===== src/rtl/coletor_digitos_pkg.sv =====
// Shared types and constants for the lock keypad path: packed password
// buffer, special key codes and the "empty" filler values.
package coletor_digitos_pkg;

    localparam int N_DIGITOS = 20;

    typedef logic [N_DIGITOS*4-1:0] senhaPac_t;

    localparam logic [3:0] KEY_CLR   = 4'hA;
    localparam logic [3:0] KEY_ENT   = 4'hB;
    localparam logic [3:0] DIG_VAZIO = 4'hF;

    localparam senhaPac_t  PAC_VAZIO = {N_DIGITOS{DIG_VAZIO}};
    localparam logic [4:0] MAX_DIG   = 5'd20;

    // True for decimal digit codes 0..9.
    function automatic logic is_digito(input logic [3:0] code);
        return (code <= 4'd9);
    endfunction

    // Newest digit enters nibble 0; the oldest nibble falls off the top.
    function automatic senhaPac_t shift_in(input senhaPac_t v, input logic [3:0] d);
        return {v[N_DIGITOS*4-5:0], d};
    endfunction

endpackage


===== src/rtl/coletor_digitos_timeout.sv =====
// Idle-cycle counter shared by the digit collector and the auto-lock timer.
// reload forces the count back to zero; while run is high the count advances
// and expired is raised on the cycle the count sits at TIMEOUT_CYCLES-1.
module contador_timeout #(
    parameter int TIMEOUT_CYCLES = 250_000_000
) (
    input  logic clk,
    input  logic rst,
    input  logic reload,
    input  logic run,
    output logic expired
);

    localparam int             CNT_W = (TIMEOUT_CYCLES > 2) ? $clog2(TIMEOUT_CYCLES) : 1;
    localparam logic [CNT_W-1:0] LAST = CNT_W'(TIMEOUT_CYCLES - 1);
    localparam logic [CNT_W-1:0] ONE  = CNT_W'(1);
    localparam logic [CNT_W-1:0] ZERO = CNT_W'(0);

    logic [CNT_W-1:0] cnt_q;
    logic [CNT_W-1:0] cnt_d;

    // Next count: reload wins, then advance while running, parking at LAST.
    always_comb begin
        cnt_d = cnt_q;
        if (reload) begin
            cnt_d = ZERO;
        end else if (run && (cnt_q != LAST)) begin
            cnt_d = cnt_q + ONE;
        end else begin
            cnt_d = cnt_q;
        end
    end

    // Count register with synchronous reset.
    always_ff @(posedge clk) begin
        if (rst) begin
            cnt_q <= ZERO;
        end else begin
            cnt_q <= cnt_d;
        end
    end

    assign expired = run && (cnt_q == LAST);

endmodule


===== src/rtl/coletor_digitos.sv =====
// Keypad digit collector: accumulates decimal key strobes into a
// right-aligned packet (newest digit in nibble 0, unused nibbles 4'hF) and
// presents it with a one-cycle digitos_valid strobe on the enter key.
// Clear, inactivity timeout and enable low discard the partial entry.
module coletor_digitos
    import coletor_digitos_pkg::*;
#(
    parameter int TIMEOUT_CYCLES = 250_000_000
) (
    input  logic       clk,
    input  logic       rst,
    input  logic       enable,
    input  logic       key_valid,
    input  logic [3:0] key_code,
    output senhaPac_t  digitos_value,
    output logic       digitos_valid,
    output logic [4:0] digit_count,
    output logic       entrada_ativa
);

    typedef enum logic [1:0] {
        VAZIO  = 2'd0,
        COLETA = 2'd1,
        ENVIA  = 2'd2
    } estado_t;

    estado_t    estado_q, estado_d;
    senhaPac_t  valor_q,  valor_d;
    logic [4:0] cont_q,   cont_d;
    logic       valid_q,  valid_d;
    logic       ativa_q,  ativa_d;

    logic       reload_s;
    logic       run_s;
    logic       expired_s;
    logic       tecla_dig_s;
    logic       tecla_clr_s;
    logic       tecla_ent_s;

    assign tecla_dig_s = key_valid && is_digito(key_code);
    assign tecla_clr_s = key_valid && (key_code == KEY_CLR);
    assign tecla_ent_s = key_valid && (key_code == KEY_ENT);
    assign run_s       = (estado_q == COLETA);

    contador_timeout #(
        .TIMEOUT_CYCLES (TIMEOUT_CYCLES)
    ) u_timeout (
        .clk     (clk),
        .rst     (rst),
        .reload  (reload_s),
        .run     (run_s),
        .expired (expired_s)
    );

    // Next-state, buffer and count logic; the timer is held at zero outside COLETA.
    always_comb begin
        estado_d = estado_q;
        valor_d  = valor_q;
        cont_d   = cont_q;
        reload_s = (estado_q != COLETA);

        if (!enable) begin
            estado_d = VAZIO;
            valor_d  = PAC_VAZIO;
            cont_d   = 5'd0;
            reload_s = 1'b1;
        end else begin
            case (estado_q)
                VAZIO: begin
                    if (tecla_dig_s) begin
                        estado_d = COLETA;
                        valor_d  = shift_in(valor_q, key_code);
                        cont_d   = 5'd1;
                        reload_s = 1'b1;
                    end else begin
                        estado_d = VAZIO;
                    end
                end
                COLETA: begin
                    if (tecla_dig_s) begin
                        valor_d  = shift_in(valor_q, key_code);
                        cont_d   = (cont_q == MAX_DIG) ? MAX_DIG : (cont_q + 5'd1);
                        reload_s = 1'b1;
                    end else if (tecla_clr_s) begin
                        estado_d = VAZIO;
                        valor_d  = PAC_VAZIO;
                        cont_d   = 5'd0;
                    end else if (tecla_ent_s) begin
                        estado_d = ENVIA;
                    end else if (expired_s) begin
                        estado_d = VAZIO;
                        valor_d  = PAC_VAZIO;
                        cont_d   = 5'd0;
                    end else begin
                        estado_d = COLETA;
                    end
                end
                ENVIA: begin
                    // Packet has been presented for one cycle; any key now is dropped.
                    estado_d = VAZIO;
                    valor_d  = PAC_VAZIO;
                    cont_d   = 5'd0;
                end
                default: begin
                    estado_d = VAZIO;
                    valor_d  = PAC_VAZIO;
                    cont_d   = 5'd0;
                end
            endcase
        end
    end

    // Registered flags derived from the next state so outputs come straight from flops.
    always_comb begin
        valid_d = (estado_d == ENVIA);
        ativa_d = (cont_d != 5'd0) || (estado_d == ENVIA);
    end

    // State and output registers with synchronous reset.
    always_ff @(posedge clk) begin
        if (rst) begin
            estado_q <= VAZIO;
            valor_q  <= PAC_VAZIO;
            cont_q   <= 5'd0;
            valid_q  <= 1'b0;
            ativa_q  <= 1'b0;
        end else begin
            estado_q <= estado_d;
            valor_q  <= valor_d;
            cont_q   <= cont_d;
            valid_q  <= valid_d;
            ativa_q  <= ativa_d;
        end
    end

    assign digitos_value = valor_q;
    assign digit_count   = cont_q;
    assign entrada_ativa = ativa_q;
    // Dropping enable on the ENVIA cycle must suppress the strobe immediately.
    assign digitos_valid = valid_q & enable;

endmodule


===== config.mk =====
export PLATFORM = sky130hd
export DESIGN_NAME = coletor_digitos
export DESIGN_NICKNAME = d
export VERILOG_FILES = /design/src/rtl/coletor_digitos_pkg.sv /design/src/rtl/coletor_digitos_timeout.sv /design/src/rtl/coletor_digitos.sv
export SDC_FILE = /design/constraint.sdc
export NUM_CORES = 1
export LEC_CHECK = 0
export CORE_UTILIZATION = 35
export DETAILED_ROUTE_END_ITERATION = 16
export PLACE_DENSITY = 0.58
export SLEW_MARGIN = 5
export SYNTH_ARGS = -nofsm -noshare
export SYNTH_HDL_FRONTEND = slang
export SYNTH_SLANG_ARGS = --single-unit

===== constraint.sdc =====
create_clock -name clk -period 2.5 [get_ports clk]
set_input_delay 0.5 -clock clk [delete_from_list [all_inputs] [get_ports clk]]
set_output_delay 0.5 -clock clk [all_outputs]
set_load 0.005 [all_outputs]

==> results of run 1 <==
placed cells by master, fill, tap and decap left out, types with 11 or more instances in the layout:
master             n
clkbuf_16         17
o32ai_1           80
clkdlybuf4s50_1   94
nor3_1            15
nor2_1            31
nand3_1           11
dfxtp_1          116
buf_4             11
xnor2_1           20
nand2_1           97
metal layers:
metal,wire (um),part of all wire
met5,0,0
met4,242,0.020
met3,601,0.051
met2,5240,0.44
met1,5730,0.49
report_power, final:
part | leakage [nW] | internal (W) | switching, W
Combinational | 0.871 | 0.0000567 | 0.000102
Sequential | 0.947 | 0.00187 | 0.00000522
Clock | 0.287 | 0.00167 | 0.000805
Total | 2.10 | 0.00359 | 0.000913
state kept, by name, indices dropped and copies added, names as in the netlist:
signal	flops
digit_count	5
digitos_value	80
entrada_ativa	1
estado_q	2
u_timeout.cnt_q	28
valid_q	1
through the flow:
step           power [W]  hold WS [ps]  instance area, um^2  std cells
5_1_grt          0.00467           526                 6480        775
6_report         0.00451           479                 6480        775
3_5_place_dp     0.00207           472                 5880        746
3_3_place_gp     0.00207           460                 5880        746
4_1_cts          0.00457           487                 6480        775
2_1_floorplan    0.00203           466                 4810        507
final cells by class:
class	instances	share of cell area
flip-flops and latches	117	0.362
multi-input cells	336	0.339
repair buffers	108	0.167
clock buffers	19	0.0684
well taps	176	0.0340
clock inverters	10	0.0243
inverters	9	0.00522
worst max-delay path, cell delays in order, from the launching register on:
cell      delay, ps
dfxtp_1         380
ha_1            240
and4bb_1        260
nand4_4         170
o31ai_1         290
a211o_2         230
buf_12          310
o32ai_1         160
nand2_1         100
path summary, 6_finish.rpt:
check | from | to | slack (ps)
setup / recovery | u_timeout.cnt_q[0]$_SDFFE_PP0P_ | digitos_value[31]$_SDFFE_PP1P_ | 300
hold / removal | digitos_value[78]$_SDFFE_PP1P_ | digitos_value[78]$_SDFFE_PP1P_ | 480
setup reg to reg | u_timeout.cnt_q[0]$_SDFFE_PP0P_ | digitos_value[31]$_SDFFE_PP1P_ | 300
hold reg to reg | digitos_value[78]$_SDFFE_PP1P_ | digitos_value[78]$_SDFFE_PP1P_ | 480
kinds of logic after synthesis:
kind of cell / count (synthesis) / synth area share
xor+xnor: 25 / 0.0455
flops: 117 / 0.487
fa+ha+maj: 3 / 0.00780
buf+inv: 54 / 0.0590
compound gates: 109 / 0.189
simple gates: 198 / 0.210
mux: 1 / 0.00208
==> flow_summary.ini, run 1 <==
[power]
power_leakage_nw = 2.10
ir_drop_mv = 0.369
power.density_mw_per_mm2 = 696

[cts]
postCtsHoldBufs = 0
cts-root-buf = clkbuf_16
cts_setup_buffers = 0
clkLatencyLatePin_ps = 410
cts_resized = 0
clk_transition_reported_paths_ps = 50
clkSinkCount = 117
htreeDepth = 4
cts_buffers = 17
clock_path_buffers = 2
cts_tree = yes

[floorplanning]
row_count = 42
die_w_um = 119
die_area_mm2 = 0.0142
io-pin-count = 95
initial_core_util = 0.360
core_mm2 = 0.0133
die_h_um = 119

[sta]
final-hold-violation-count = 0
period_minus_slack_ps = 2200
worstMarginPinSlew_ps = 672
skew_ps = 10.3
finalSetupViolCount = 0
rsz0062_at_grt = no
fin_crit_sh = 0.881
fin_tns_setup_ps = 0
setup_ws_ps = 298
clock.fmax_mhz = 454
drv_slew = 0
relSlewSlack = 0.552

[global_routing]
grt_max_degree = 84
grt_util_met1 = 0.235
grt_use_met2 = 0.250
antenna_found_initial = 0
top_usage_layer = met2
use_met3 = 0.0445
grt_pass1_vias = 3870
grt-ovfl-total = 0
grt_usage = 0.173
grt_pass1_wl_um = 19500

[finish]
diodes = 0
seq_area_mm2 = 0.00234
multi_input_area_mm2 = 0.00220
nets = 600
layout-drive-gt1-share = 0.0985
n_fill_cell = 1287
final_util = 0.485
area_growth_pct = 34.6

[placed_design]
dp_hpwl_um = 7390
gp_congestion = 0.948
portBuffers = 94
dpl_worst_slack_ps = 83.2

[outcome]
status = completed

[yosys]
synth_top_area_share = 0.487
synthFlopType = dfxtp_1
ys_async_sr_fraction = 0
yosysMostFrequentCell = dfxtp_1
ys_seq_area_frac = 0.487
ys_ff_latch = 117
synth.avg_cell_area_um2 = 9.49
syn-num-nets = 518
synthCells = 507
synth_edf_count = 0
yosys_warnings = 0
synth_top_area_cell = dfxtp_1
synth_common_cells = 117 x dfxtp_1, 98 x nand2_1, 80 x o32ai_1, 31 x nor2_1, 30 x clkbuf_1
synth_cell_types = 48
synthTopCellsByArea = dfxtp_1 49%, o32ai_1 15%, nand2_1 7.6%
netlist_area_mm2 = 0.00481

[hold_path]
min_path_cells = 2
min_path_type = reg -> reg

[flow_run]
cap_violations = 0

[detailed_routing]
drt_iter0_drc = 311
drcViolationCount = 0
firstDrtPassIters = 4
drt-total-wl_um = 11800
via_per_inst = 5.39
wl_per_cell_um = 15.2
via_count = 4175
postRouteAntennaNets = 0

[critical_path]
worst_ep_required_time_ps = 2850
endpoint_kind = register
r2r_cells = 8
crit_fanout = 78
crit_arrival_ps = 2550
crit_type = reg -> reg
startpoint_type = register
Note: power is estimated with default switching activity, not from simulation.
==> run 2, diff against run 1 <==
- CORE_MARGIN: unset -> 5
==> run 2 against run 1 <==
  * Critical path depth unchanged
  * Count of clock-buffer cells in the layout increased by 5
  * Sequential power barely moved
  * First-iteration DRC count rose by 8.7%
  * Register-to-register slack barely moved
  * Worst setup slack worse by 2.6 ps
  * Worst hold slack worse by 5.9 ps
  * Critical path type unchanged
  * Highest routed layer unchanged
==> flow_summary.ini, run 2 (synthesis results as in run 1) <==
[detailed_routing]
postRouteAntennaNets = 0
via_count = 4133
route.met2.wl_um = 5360
firstDrtPassIters = 4
drt-total-wl_um = 12400
dr_wl_met3_um = 765
drcViolationCount = 0
drt-met1-wl_um = 6070
drt_iter0_drc = 338
wl_per_cell_um = 16.0
topRoutingLayerUsed = met4
via_per_inst = 5.33

[flow_run]
cap_violations = 0

[placed_design]
gp_congestion = 0.882
portBuffers = 94
dp_hpwl_um = 7800
placed_area_mm2 = 0.00586

[finish]
final_area_mm2 = 0.00644
layout-drive-gt1-share = 0.0950
diodes = 0
largest_reg_flops = 80
final_cell_mix = 116 x dfxtp_1, 97 x nand2_1, 94 x clkdlybuf4s50_1
final_common_cell = dfxtp_1
area_growth_pct = 33.9
n_fill_cell = 1301
nets = 598

[sta]
drv_slew = 0
final-hold-violation-count = 0
holdWs_ps = 473
rsz0062_at_grt = no
fin_crit_sh = 0.882
relSlewSlack = 0.425
finalSetupViolCount = 0
fin_tns_setup_ps = 0
period_minus_slack_ps = 2200
worstMarginPinSlew_ps = 863
skew_ps = 9.11
clock.fmax_mhz = 454

[cts]
clk_transition_reported_paths_ps = 50
clkLatencyLatePin_ps = 410
postCtsHoldBufs = 0
cts-root-buf = clkbuf_16
cts_tree = yes
cts_buffers = 17
cts_resized = 0
cts_setup_buffers = 0
clock_path_buffers = 2
htreeDepth = 4
clkSinkCount = 117

[global_routing]
grt_max_degree = 84
grt_pass1_wl_um = 20300
grt_pass1_vias = 4024
grt_usage = 0.153
grt-ovfl-total = 0
antenna_found_initial = 0

[floorplanning]
die_h_um = 127
io-pin-count = 95
row_count = 42
die_area_mm2 = 0.0162
initial_core_util = 0.360
core_mm2 = 0.0133
die_w_um = 127

[critical_path]
crit_fanout = 80
worst_ep_required_time_ps = 2850
startpoint_type = register
crit_arrival_ps = 2550
endpoint_kind = register
crit_type = reg -> reg
cp_slowest_stage_delay_ps = 350
cpMaxStageDelayCell = dfxtp_1
path_cells = ha_1 > and4bb_1 > nand4_4 > o31ai_1 > a211o_2 > buf_12 > o32ai_1 > nand2_1

[hold_path]
min_path_type = reg -> reg

[power]
power_leakage_nw = 2.09
power.density_mw_per_mm2 = 682
ir_drop_mv = 0.425

[outcome]
status = completed
[run 2: final timing paths]
kind,start,to,slack (ps),depth (start not counted)
worst max-delay path,u_timeout.cnt_q[0]$_SDFFE_PP0P_,digitos_value[61]$_SDFFE_PP1P_,300,8
worst min-delay path,digitos_value[77]$_SDFFE_PP1P_,digitos_value[77]$_SDFFE_PP1P_,470,2
worst max register to register,u_timeout.cnt_q[0]$_SDFFE_PP0P_,digitos_value[61]$_SDFFE_PP1P_,300,8
worst min register to register,digitos_value[77]$_SDFFE_PP1P_,digitos_value[77]$_SDFFE_PP1P_,470,2
[run 2: critical path, delay by kind of cell (launching register included)]
| kind | cells | cell delay [ps] |
|---|---|---|
| simple gates | 3 | 540 |
| flops | 1 | 350 |
| compound gates | 3 | 670 |
| buf+inv | 1 | 300 |
| fa+ha+maj | 1 | 240 |
[run 2: power breakdown]
| group | total (W) | leakage [nW] | switching, W | internal, W |
|---|---|---|---|---|
| logic | 0.000159 | 0.860 | 0.000103 | 0.0000553 |
| clock network | 0.00236 | 0.280 | 0.000816 | 0.00154 |
| registers | 0.00188 | 0.947 | 0.00000488 | 0.00187 |
| total | 0.00439 | 2.09 | 0.000925 | 0.00347 |
[run 2: area by class of cell]
class                      instances  area (um^2)  area share
inverter                           9         33.8     0.00524
timing repair buffer             106         1070       0.166
tap                              176          220      0.0342
multi-input combinational        336         2200       0.341
clock inverter                     8         98.8      0.0153
sequential                       117         2340       0.364
clock buffer                      24          482      0.0748
[run 2: per-stage QoR]
stage / util / setup slack [ps] / instances / total power (W)
finish: 0.483 / 296 / 776 / 0.00439
global route: 0.483 / 157 / 776 / 0.00455
CTS: 0.483 / 316 / 776 / 0.00445
detailed placement: 0.439 / 84.4 / 744 / 0.00207
global placement: 0.439 / 99.8 / 744 / 0.00207
floorplan: - / 616 / 507 / 0.00203
[run 2: layer usage]
layer  up-vias  global-route usage
li1       2024                   -
met1      1990               0.204
met2       102               0.224
met3        17              0.0572
met4         0              0.0644
met5         -                   0
